[src/rtl/wb_arbiter.sv]
// wb_arbiter: four-master round-robin arbiter for the shared 8-bit Wishbone bus.
// Grants one owner at a time, muxes its request onto the slave port and routes
// ACK/ERR back to that owner only. Ownership lasts while the owner holds CYC.
// Optional feature: define WB_ARB_TIMEOUT_EN to force an error on the owner
// after TIMEOUT unanswered strobe cycles.
module wb_arbiter #(
    parameter int unsigned aw      = 7,
    parameter int unsigned dw      = 7,
    parameter int unsigned sw      = 0,
    parameter int unsigned TIMEOUT = 15
) (
    input  logic                  CLK_I,
    input  logic                  RST_I,
    input  logic [3:0]            M_CYC_I,
    input  logic [3:0]            M_STB_I,
    input  logic [3:0]            M_WE_I,
    input  logic [4*(aw+1)-1:0]   M_ADR_I,
    input  logic [4*(dw+1)-1:0]   M_DAT_I,
    input  logic [4*(sw+1)-1:0]   M_SEL_I,
    output logic [dw:0]           M_DAT_O,
    output logic [3:0]            M_ACK_O,
    output logic [3:0]            M_ERR_O,
    output logic [3:0]            GNT_O,
    output logic [aw:0]           ADR_O,
    output logic [dw:0]           DAT_O,
    output logic [sw:0]           SEL_O,
    output logic                  WE_O,
    output logic                  STB_O,
    output logic                  CYC_O,
    input  logic [dw:0]           DAT_I,
    input  logic                  ACK_I,
    input  logic                  ERR_I
);

    localparam int unsigned NM   = 4;
    localparam int unsigned AW_W = aw + 1;
    localparam int unsigned DW_W = dw + 1;
    localparam int unsigned SW_W = sw + 1;

    typedef enum logic [0:0] {
        IDLE = 1'b0,
        BUSY = 1'b1
    } state_e;

    state_e     state_q, state_d;
    logic [1:0] owner_q, owner_d;
    logic [1:0] last_q,  last_d;
    logic [1:0] cand;
    logic       found;
    logic       stb_c;
    logic       timeout_c;

`ifdef WB_ARB_TIMEOUT_EN
    localparam int unsigned TW = (TIMEOUT < 1) ? 1 : $clog2(TIMEOUT + 1);
    logic [TW-1:0] tcnt_q, tcnt_d;

    // Timeout fires only while a transfer is outstanding under an owner.
    assign timeout_c = (state_q == BUSY) && (tcnt_q == TW'(TIMEOUT));
`else
    logic unused_timeout_c;

    assign timeout_c        = 1'b0;
    assign unused_timeout_c = |TIMEOUT;
`endif

    // Read data is broadcast; only ACK/ERR qualify who consumes it.
    assign M_DAT_O = DAT_I;

    // State, owner, round-robin pointer (and timeout counter) registers.
    always_ff @(posedge CLK_I) begin
        if (RST_I) begin
            state_q <= IDLE;
            owner_q <= 2'd0;
            last_q  <= 2'd3;
`ifdef WB_ARB_TIMEOUT_EN
            tcnt_q  <= '0;
`endif
        end else begin
            state_q <= state_d;
            owner_q <= owner_d;
            last_q  <= last_d;
`ifdef WB_ARB_TIMEOUT_EN
            tcnt_q  <= tcnt_d;
`endif
        end
    end

    // Next-state, round-robin selection, slave-side mux and response routing.
    always_comb begin
        state_d = state_q;
        owner_d = owner_q;
        last_d  = last_q;
        cand    = 2'd0;
        found   = 1'b0;
        stb_c   = 1'b0;
        GNT_O   = '0;
        CYC_O   = 1'b0;
        STB_O   = 1'b0;
        WE_O    = 1'b0;
        ADR_O   = '0;
        DAT_O   = '0;
        SEL_O   = '0;
        M_ACK_O = '0;
        M_ERR_O = '0;
`ifdef WB_ARB_TIMEOUT_EN
        tcnt_d  = '0;
`endif

        case (state_q)
            IDLE: begin
                // Scan last+1 .. last+4 (mod 4); the pointer wraps onto itself last.
                for (int i = 1; i <= NM; i++) begin
                    cand = last_q + 2'(i);
                    if (!found && M_CYC_I[cand]) begin
                        found   = 1'b1;
                        owner_d = cand;
                    end
                end
                if (found) begin
                    state_d = BUSY;
                end
            end

            BUSY: begin
                stb_c            = M_STB_I[owner_q] & ~timeout_c;
                GNT_O[owner_q]   = 1'b1;
                CYC_O            = M_CYC_I[owner_q];
                STB_O            = stb_c;
                WE_O             = M_WE_I[owner_q];
                ADR_O            = M_ADR_I[owner_q * AW_W +: AW_W];
                DAT_O            = M_DAT_I[owner_q * DW_W +: DW_W];
                SEL_O            = M_SEL_I[owner_q * SW_W +: SW_W];
                M_ACK_O[owner_q] = ACK_I & stb_c & ~ERR_I;
                M_ERR_O[owner_q] = (ERR_I & stb_c) | timeout_c;
`ifdef WB_ARB_TIMEOUT_EN
                if (stb_c && !ACK_I && !ERR_I) begin
                    tcnt_d = TW'(tcnt_q + 1'b1);
                end
`endif
                if (!M_CYC_I[owner_q]) begin
                    state_d = IDLE;
                    last_d  = owner_q;
                end
            end

            default: begin
                state_d = IDLE;
            end
        endcase
    end

endmodule

[config.mk]
export PLATFORM = sky130hd
export DESIGN_NAME = wb_arbiter
export DESIGN_NICKNAME = d
export VERILOG_FILES = /design/src/rtl/wb_arbiter.sv
export SDC_FILE = /design/constraint.sdc
export NUM_CORES = 1
export LEC_CHECK = 0
export ABC_AREA = 1
export BUFFER_PORTS_ARGS = -buffer_cell sky130_fd_sc_hd__buf_4
export CORE_MARGIN = 1
export CORE_UTILIZATION = 28
export CTS_CLUSTER_SIZE = 10
export DETAILED_ROUTE_END_ITERATION = 16
export PLACE_DENSITY_LB_ADDON = 0.25
export SETUP_SLACK_MARGIN = 0.1
export SLEW_MARGIN = 20
export SYNTH_ARGS = -nofsm -noshare
export SYNTH_HDL_FRONTEND = slang
export SYNTH_SLANG_ARGS = --single-unit
[constraint.sdc]
create_clock -name CLK_I -period 1.6 [get_ports CLK_I]
set_input_delay 0.08 -clock CLK_I [delete_from_list [all_inputs] [get_ports CLK_I]]
set_output_delay 0.08 -clock CLK_I [all_outputs]
set_load 0.01 [all_outputs]
Word-level counts from Yosys, hierarchy flattened

Index checks and enable logic that the tools add are counted.

Word-level logic and storage cells: 73
Flip-flop bits (word level): 5
Output and inout port bits: 40
Bits of input ports: 92

Bitwise gates (word level): 8
Add/sub/neg operators: 3
Magnitude comparators: 6
Multiplexer cells: 40
Reduce and logical (&&, ||, !) cells: 10
Shift-type cells: 3

Operator list:

| cell                                                        | number |
|---|---|
| indexed part select 32 x 6 -> 8 bit                         | 2 |
| 2-to-1 mux 1 bit                                            | 22 |
| 2-to-1 mux 8 bit                                            | 2 |
| less-than comparator 2 x 3 -> 1 bit (second input constant) | 5 |
| binary-select mux 1 bit (select 2 bit)                      | 7 |
| 2-to-1 mux 4 bit                                            | 3 |
| bitwise AND 4 bit                                           | 2 |
| 2-to-1 mux 2 bit                                            | 4 |
| adder 2 bit (second input constant)                         | 2 |
| logical AND 1 bit                                           | 4 |
| AND reduction 2 bit                                         | 2 |
| nonzero test 4 bit                                          | 1 |
| indexed part select 4 x 3 -> 1 bit                          | 1 |
| bitwise AND 1 bit                                           | 3 |
| logical NOT 1 bit                                           | 3 |
| NOT 1 bit                                                   | 3 |
| adder 2 x 1 -> 2 bit (second input constant)                | 1 |
| demux 1 bit (select 2 bit)                                  | 1 |
| >= comparator 2 x 1 -> 1 bit (second input constant)        | 1 |
| one-hot mux 1 bit (2 select lines)                          | 1 |

Logic depth before layout (Yosys ltp)

Gate-level depths: netlist (run 1).

Word-level depth: 19
Gate-level depth with buffers: 12
Gate-level depth less buffers: 12

Worst setup path before layout (run 1)

Ideal clock, no wire load.

Kind: reg-to-output
Start point: register owner_q[0]
End point: output ADR_O[4]
Path buffers: 1
Required time: 1520 ps
Stages on the path, launching flop included: 7
Arrival time: 1246 ps
Setup slack: 274 ps
Cells stage by stage: dfxtp_1 -> inv_1 -> nand2_1 -> inv_2 -> buf_1 -> a22oi_1 -> a21oi_1

Cells in the longest elaborated chain, start to end: 2

Ends and longest elaborated chain:

| what                                | line | source |
|---|---|---|
| start, declared                     | 46   | `logic [1:0] owner_q, owner_d;` |
| start signal, assigned              | 80   | `owner_q <= owner_d;` |
| indexed part select 32 x 6 -> 8 bit | 130  | `ADR_O = M_ADR_I[owner_q * AW_W +: AW_W];` |
| 2-to-1 mux 8 bit                    | 109  | `case (state_q)` |
| end, declared                       | 24   | `output logic [aw:0] ADR_O,` |

Every way passes these cells.

Final worst setup path (run 1)

Start point: register owner_q[1]
End point: output M_ACK_O[0]

Cells in the longest elaborated chain, start to end: 6
Elaborated cells between the ends (all ways): 11
Classes of those cells: order compare (2); mux (5); bitwise (3); reduce/logical (1)

Ends and longest elaborated chain:

| what                                                                                    | line     | source |
|---|---|---|
| less-than comparator 2 x 3 -> 1 bit (implied by the code), or another cell as far along | 133      | `M_ACK_O[owner_q] = ACK_I & stb_c & ~ERR_I;` |
| logical AND 1 bit (implied by the code) or 2-to-1 mux 1 bit (tied branches)             | 133, 125 |  |
| 2-to-1 mux 1 bit (implied by the code) or bitwise AND 1 bit (tied branches)             | 133      |  |
| demux 1 bit (select 2 bit) or bitwise AND 1 bit (tied branches)                         | 133      |  |
| bitwise AND 4 bit (no source line) (*)                                                  | --       |  |
| 2-to-1 mux 4 bit (*)                                                                    | 109      |  |
| end, declared                                                                           | 21       | `output logic [3:0] M_ACK_O,` |

Mark *: on every way between the ends. The rest lies on a longest branch, timed or not. The select of a mux whose other input is x is not followed.

==> flow_summary.toml, run 1 <==
[synthesis]
synth_seq_cells = 5
synth_area_leaders = "a22oi_1, nand2_1, a21oi_1"
syn_nets = 285
synth_area_um2 = 1110
yosysWarnings = 0
ys_seq_area_share_pct = 8.99
yosysUniqueCellTypes = 26
synth-edff-count = 0
synth_cells = 193
synth_top_area_share_pct = 24.3
ys_async_sr_fraction_pct = 0
synth_top_flop_cell = "dfxtp_1"
syn_area_per_cell_um2 = 5.77
synth_top_area_cell = "a22oi_1"

[placement]
io_buffers = 115
place_congestion = 0.831
place_area_um2 = 2010
dp.cells = 350
preCtsSetupSlack_ns = 0.120
dp_hpwl_um = 3810

[floorplanning]
rows = 22
core_area_um2 = 3740
fp.dieH_um = 65.1
ios = 132
dieArea_um2 = 4230
die_w_um = 65.1
initial_core_util_pct = 29.7

[routing]
vias = 1794
ant_nets = 0
drt_iter0_drc = 75
wl_per_cell_um = 13.7
dr.pass1.iters = 4
vias_per_cell = 5.01
drcViolationCount = 0
wirelength_um = 4890

[pwr]
power_density_nw_per_um2 = 1520
p_sw_share_pct = 51.0
p_int_mw = 1.63
clkPwrFrac_pct = 7.1
ir_drop_v = 0.000816
power_mw = 3.32
seq_power_share_pct = 9.0
netSwitchingPower_mw = 1.69
p_comb_share_pct = 83.9
p_leak_nw = 1.14

[sta]
rsz0062_at_grt = "true"
fin_crit_ns = 1.57
fmax_mhz = 635
drv_slew = 0
period_share_pct = 98.4
whs_ns = 0.0294
finalSetupViolCount = 0
max_slew_margin_pct = 79.4
fin_tns_setup_ns = 0
finalHoldViolCount = 0
finClkSkew_ns = 0.000790
worst_pin_slew_ns = 0.309
fin_ws_ns = 0.0260

[global_route]
gr-total-overflow = 0
grt_pass1_wl_um = 6810
grt_antenna_before_repair = 0
grt_usage_pct = 20.3
grt_max_degree = 32
grt_pass1_vias = 1511

[layout]
n_fill_cell = 393
area_growth_pct = 96.4
final_common_cell = "buf_4"
layout_common_cells = "buf_4, nand2_1, a22oi_1"
layout-drive-gt1-share_pct = 57.1
design_area_um2 = 2190
final_util_pct = 58.4
fin_cells = 358
antenna_cells = 0
fin_nets = 403

[clocking]
numCtsBuffers = 3
ctsHoldBuffers = 0
path_clk_slew_ns = 0.03
cts-root-buf = "clkbuf_8"
cts.sinks = 5
clkLatencyLatePin_ns = 0.22
cts_max_level = 1
clock_path_buffers = 2
cts_tree = "done"

[status]
status = "finished, final reports clean"

[setup_path]
worst-setup-path-type = "reg2out"
worstPathArrival_ns = 1.49
end_kind = "output pin"
cp_max_fo = 5
cp-start-kind = "flop"
worstPathRequired_ns = 1.52

[flow_run]
drv_cap = 0

[min_path]
hp-class = "in2reg"
==> cell families after synthesis <==
family / synth area share (%)
AND/OR/NAND/NOR: 37.1
buffers and inverters: 15.8
AO/OA/AOI/OAI: 38.1
flip-flops: 8.99
==> Yosys cell counts (2+ instances only) <==
cell type / n
nand2_1: 47
a22oi_1: 36
a21oi_1: 22
inv_1: 11
nand2_2: 10
nor2_1: 9
buf_4: 8
nand3_1: 8
nor3_1: 8
inv_2: 7
dfxtp_1: 5
buf_1: 3
buf_2: 3
clkbuf_1: 2
nand3_2: 2
o211ai_1: 2
==> registers in the layout, indices dropped and copies added (netlist names) <==
register,flops
state_q,1
last_q,2
owner_q,2
==> final timing paths <==
kind / from / end / slack, ns / cells after the start
max reg2reg: last_q[0]$_SDFFE_PP1P_ / owner_q[0]$_SDFFE_PP0P_ / 0.21 / 11
min: RST_I / owner_q[1]$_SDFFE_PP0P_ / 0.03 / 2
min reg2reg: state_q$_SDFF_PP0_ / state_q$_SDFF_PP0_ / 0.49 / 2
max: owner_q[1]$_SDFFE_PP0P_ / M_ACK_O[0] / 0.03 / 9
==> critical path, stage by stage, from the launching register on <==
cell and delay, ns:
dfxtp_4 0.38, inv_2 0.05, nand2_2 0.06, inv_2 0.04
a22o_1 0.18, a21oi_2 0.14, nand2_2 0.10, nand3b_4 0.10
nor3_1 0.05, buf_4 0.16
==> per-layer routing <==
metal,track usage [%],wire [µm],up-vias
li1,-,-,911
met1,25.3,2020,804
met2,33.9,2350,68
met3,4.75,421,11
met4,7.07,95,0
met5,0,0,-
==> cell type report <==
class / count / area, µm² / area share [%]
timing repair buffer: 130 / 995 / 45.5
tap: 48 / 60.1 / 2.75
clock buffer: 4 / 45.0 / 2.06
sequential: 5 / 113 / 5.15
multi-input combinational: 152 / 897 / 41.0
inverter: 19 / 77.6 / 3.55
==> power by group through the flow <==
stage / Clock [mW] / Combinational [mW] / Sequential [mW]
6_report: 0.236 / 2.79 / 0.299
5_1_grt: 0.254 / 3.03 / 0.310
4_1_cts: 0.241 / 2.63 / 0.269
3_5_place_dp: 0 / 2.52 / 0.247
3_3_place_gp: 0 / 2.50 / 0.248
2_1_floorplan: 0 / 1.61 / 0.227
==> repair_timing <==
item,4_1_cts,5_1_grt
gates resized for setup,13,20
pin swaps,3,7
buffers inserted,2,2
setup endpoints to repair,27,31
gates cloned,0,0
(Power assumes the default switching activity.)
==> run 2, diff against run 1 <==
PLACE_DENSITY = 0.78   (was unset)
PLACE_DENSITY_LB_ADDON = unset   (was 0.25)
==> run 2 against run 1 <==
  * Global-route usage grew 1.4 points
  * Design area grew 3.1%
  * Sequential share of layout area is essentially flat
  * Critical path depth shrank 1
  * Register-to-register slack lost 0.03 ns
==> flow_summary.toml, run 2 (synthesis results as in run 1) <==
[status]
status = "finished, final reports clean"

[sta]
whs_ns = 0.0321
rsz0062_at_grt = "true"
fin_crit_ns = 1.60
period_share_pct = 99.8
drv_slew = 0
finClkSkew_ns = 0.00568
max_slew_margin_pct = 76.2
fin_ws_ns = 0.00341
finalSetupViolCount = 0
worst_pin_slew_ns = 0.357
fmax_mhz = 626
finalHoldViolCount = 0

[floorplanning]
initial_core_util_pct = 29.7
core_area_um2 = 3740
fp.dieH_um = 65.1
ios = 132
rows = 22
dieArea_um2 = 4230
die_w_um = 65.1

[layout]
top_regs = "last_q x2, owner_q x2, state_q x1"
design_area_um2 = 2250
n_fill_cell = 381
layout_common_cells = "buf_4, a22oi_1, nand2_1"
multi_input_area_um2 = 943
fin_nets = 404
final_common_cell = "buf_4"
antenna_cells = 0
final-seq-area_um2 = 115
area_growth_pct = 102
final_util_pct = 60.2
layout-drive-gt1-share_pct = 59.5

[global_route]
grt_usage_pct = 21.7
grt_antenna_before_repair = 0
gr-total-overflow = 0
grt_pass1_vias = 1596
grt_pass1_wl_um = 7220
grt_max_degree = 32

[clocking]
clkLatencyLatePin_ns = 0.23
cts_tree = "done"
ctsHoldBuffers = 0
clock_path_buffers = 2
cts-root-buf = "clkbuf_8"
cts.sinks = 5
path_clk_slew_ns = 0.03
cts_max_level = 1
numCtsBuffers = 3

[min_path]
hp-class = "in2reg"

[pwr]
p_int_mw = 1.74
ir_drop_v = 0.000947
netSwitchingPower_mw = 1.78
seq_power_share_pct = 8.7
p_sw_share_pct = 50.6
clkPwrFrac_pct = 6.9
p_leak_nw = 1.15
power_density_nw_per_um2 = 1560
p_comb_share_pct = 84.3

[setup_path]
end_kind = "output pin"
crit_chain = "inv_1 > nand2_2 > inv_2 > a21oi_2 > nand2_2 > nand3b_4 > nor3_1 > buf_4"
slowest_delay_ns = 0.36
cp-start-kind = "flop"
worst-setup-path-type = "reg2out"
worstPathArrival_ns = 1.52
worstPathRequired_ns = 1.52
crit_top_cell = "nand2_2"
slowest_stage = "dfxtp_4"
cp_max_fo = 5

[flow_run]
drv_cap = 0

[routing]
vias_per_cell = 5.02
drcViolationCount = 0
drt_iter0_drc = 111
wl_per_cell_um = 14.0
dr.pass1.iters = 4
vias = 1803
ant_nets = 0
wirelength_um = 5020

[placement]
dp_hpwl_um = 3830
place_congestion = 0.835
preCtsSetupSlack_ns = 0.0955
io_buffers = 115
place_area_um2 = 2010
[run 2: cell count changes in the layout (fill, tap and decap cells not counted), moves of 2 or more]
cell     change
nand2_1      -5
a22oi_1      +4
a22oi_2      -4
nand2_4      +3
inv_2        -2
nand2_2      +2
nor3_1       -2
nor3_2       +2
[run 2: layer usage]
metal	up-vias	routed length [µm]	track usage (%)
li1	913	-	-
met1	821	2090	27.4
met2	67	2590	38.2
met3	2	312	3.70
met4	0	24	4.62
met5	-	0	0
[run 2: metrics by stage]
step           total power, mW  std cells  setup TNS (ns)
2_1_floorplan             1.84        193               0
3_3_place_gp              2.73        349               0
3_5_place_dp              2.77        349               0
4_1_cts                   3.29        359               0
5_1_grt                   3.81        359          -0.701
6_report                  3.52        359               0
[run 2: path summary, 6_finish.rpt]
path	endpoint	slack, ns	start	cells after the start
hold / removal	owner_q[1]$_SDFFE_PP0P_	0.03	RST_I	2
setup reg to reg	owner_q[0]$_SDFFE_PP0P_	0.18	last_q[0]$_SDFFE_PP1P_	11
setup / recovery	M_ACK_O[1]	0.003	owner_q[0]$_SDFFE_PP0P_	8
hold reg to reg	owner_q[1]$_SDFFE_PP0P_	0.54	owner_q[1]$_SDFFE_PP0P_	2
[run 2: timing repair]
action	CTS	global route
resized for setup	17	31
pin swaps	3	8
setup endpoints to repair	28	31
gates cloned	0	0
buffers inserted	6	1
[run 2: power groups by stage]
| stage | Clock (mW) | Sequential (mW) | Combinational [mW] |
|---|---|---|---|
| 2_1_floorplan | 0 | 0.227 | 1.61 |
| 3_3_place_gp | 0 | 0.244 | 2.48 |
| 3_5_place_dp | 0 | 0.248 | 2.52 |
| 4_1_cts | 0.252 | 0.275 | 2.76 |
| 5_1_grt | 0.256 | 0.314 | 3.24 |
| 6_report | 0.244 | 0.307 | 2.97 |
[run 2: layout make-up]
class / count / area share, %
Timing Repair Buffer: 131 / 44.8
Multi-Input combinational cell: 152 / 41.8
Sequential cell: 5 / 5.11
Inverter: 19 / 3.55
Tap cell: 48 / 2.66
Clock buffer: 4 / 2.00
[run 2: worst max-delay path: cells and delay by family (launching register included)]
family          cells  cell delay [ns]
simple gates        4             0.48
flops               1             0.36
buf+inv             3             0.37
compound gates      1             0.07
==> run 3, diff against run 2 <==
ABC_AREA = unset   (was 1)
PLACE_DENSITY = 0.77   (was 0.78)
==> run 3 against run 2 <==
  * Critical endpoint unchanged
  * Highest routed layer unchanged
  * Worst setup slack got worse by 0.073 ns
  * Critical path depth decreased by 4
  * Sequential power decreased by 41%
  * Largest power group unchanged
  * The flow now finishes with violations (setup timing)
  * Maximum frequency decreased by 4.4%
  * Clock skew decreased by 0.0035 ns
==> flow_summary.toml, run 3 <==
[layout]
antenna_cells = 0
multi_input_area_um2 = 898
layout-drive-gt1-share_pct = 74.7
area_growth_pct = 86.8
layout_common_cells = "buf_4, mux4_2, nor2_1"
final_common_cell = "buf_4"
fin_nets = 322
n_fill_cell = 346
final-seq-area_um2 = 108
top_regs = "last_q x2, owner_q x2, state_q x1"

[routing]
vias_per_cell = 5.16
ant_nets = 0
vias = 1430
wl_per_cell_um = 15.8
drt_iter0_drc = 48
wirelength_um = 4370
dr.pass1.iters = 4
drcViolationCount = 0

[global_route]
grt_pass1_wl_um = 6540
grt_max_degree = 13
grt_pass1_vias = 1402
grt_antenna_before_repair = 0
gr-total-overflow = 0
grt_usage_pct = 20.1

[synthesis]
synth_area_um2 = 1150
yosysMostFrequentCell = "and2_1"
synth_common_cells = "and2_1, nor2_1, mux4_1"
synth_seq_cells = 5
yosysUniqueCellTypes = 31
syn_area_per_cell_um2 = 10.1
syn_nets = 206
synth_area_leaders = "mux4_1, mux4_2, and2_1"
synth_top_flop_cell = "dfxtp_1"
synth_cells = 114
ys_async_sr_fraction_pct = 0
yosysWarnings = 0
ys_seq_area_share_pct = 8.72
synth_top_area_cell = "mux4_1"
synth-edff-count = 0
synth_top_area_share_pct = 25.2

[sta]
whs_ns = 0.0965
period_share_pct = 104
worst_pin_slew_ns = 0.521
max_slew_margin_pct = 65.0
fin_ws_ns = -0.0692
finClkSkew_ns = 0.00217
fin_crit_ns = 1.67
drv_slew = 0
finalSetupViolCount = 14
rsz0062_at_grt = "true"
finalHoldViolCount = 0
fmax_mhz = 599

[floorplanning]
die_w_um = 66.0
fp.dieH_um = 66.0
core_area_um2 = 3800
dieArea_um2 = 4360
ios = 132
rows = 22
initial_core_util_pct = 30.2

[clocking]
cts_tree = "done"
cts_max_level = 1
cts.sinks = 5
numCtsBuffers = 3
clock_path_buffers = 2
ctsHoldBuffers = 0
path_clk_slew_ns = 0.03
clkLatencyLatePin_ns = 0.22
cts-root-buf = "clkbuf_8"

[min_path]
hp-class = "in2reg"
hold_start = "RST_I"

[status]
violations = "setup timing"
status = "complete, but fails checks"

[setup_path]
end_kind = "output pin"
crit_chain = "mux4_2 > nand4b_1 > nor2_1 > buf_4"
cp-start-kind = "flop"
critical_path.top_delay_family = "multiplexers"
startpoint = "owner_q[0]$_SDFFE_PP0P_"
worstPathRequired_ns = 1.52
slowest_delay_ns = 0.56
cp_max_fo = 5
worst-setup-path-type = "reg2out"
worstPathArrival_ns = 1.59
path_buf_inv = 1
slowest_stage = "mux4_2"
r2r_start = "owner_q[0]$_SDFFE_PP0P_"

[pwr]
power_mw = 1.25
power_density_nw_per_um2 = 582
p_leak_nw = 1.01
ir_drop_v = 0.000272

[placement]
dp_hpwl_um = 3520
place_congestion = 0.866
io_buffers = 115

[flow_run]
drv_cap = 0
## run 3: cell types whose count changed after synthesis, sizes merged, moves of 9 or more
cell | before | now
inv | 18 | 5
nand2 | 57 | 2
a22oi | 36 | 0
a21oi | 23 | 4
mux4 | 0 | 20
nand3 | 10 | 1
and2 | 0 | 21
## run 3: layout make-up
cell class                 instances  share of cell area (%)
timing repair buffer             128                    47.3
inverter                           5                   0.876
sequential                         5                    5.02
tap                               48                    2.80
multi-input combinational         87                    41.9
clock buffer                       4                    2.10
## run 3: layer usage
layer  part of all wire, %  GRT usage [%]
met5                     0              0
met1                    34           21.1
met3                    12           5.17
met4                   3.0           10.1
met2                    51           36.6
## run 3: what timing repair did
item                                    4_1_cts  5_1_grt
gates resized for setup                      41        3
setup buffers                                 2        1
endpoints found under the setup margin       34       32
gates cloned                                  1        0
pin swaps                                    11        4
## run 3: cell families after synthesis
kind of cell | Yosys count | synth area share, %
and+or+nand+nor | 53 | 26.6
muxes | 20 | 42.9
AOI/OAI and AO/OA | 14 | 8.94
DFF | 5 | 8.72
buffers and inverters | 22 | 12.9
## run 3: path summary, 6_finish.rpt
kind,to,slack (ns),cells past startpoint
hold reg to reg,last_q[0]$_SDFFE_PP1P_,0.61,2
setup / recovery,M_ACK_O[1],-0.07,4
hold / removal,owner_q[0]$_SDFFE_PP0P_,0.1,2
setup reg to reg,last_q[1]$_SDFFE_PP1P_,0.13,5
## run 3: through the flow
stage | setup TNS [ns] | worst slack [ns] | area [µm²] | instances | util (%)
after floorplan | 0 | 0.207 | 1150 | 114 | -
after global placement | 0 | 0.0465 | 2010 | 269 | 52.9
after detailed placement | -0.00228 | -0.00228 | 2010 | 269 | 52.9
after CTS | -0.601 | -0.0534 | 2130 | 276 | 56.0
after global routing | -1.83 | -0.123 | 2140 | 277 | 56.4
final | -0.542 | -0.0692 | 2140 | 277 | 56.4
## run 3: power by group
group | switching [mW] | internal, mW | total, mW
Combinational | 0.295 | 0.540 | 0.834
Clock | 0.0612 | 0.171 | 0.232
Sequential | 0.0374 | 0.144 | 0.181
Total | 0.393 | 0.854 | 1.25
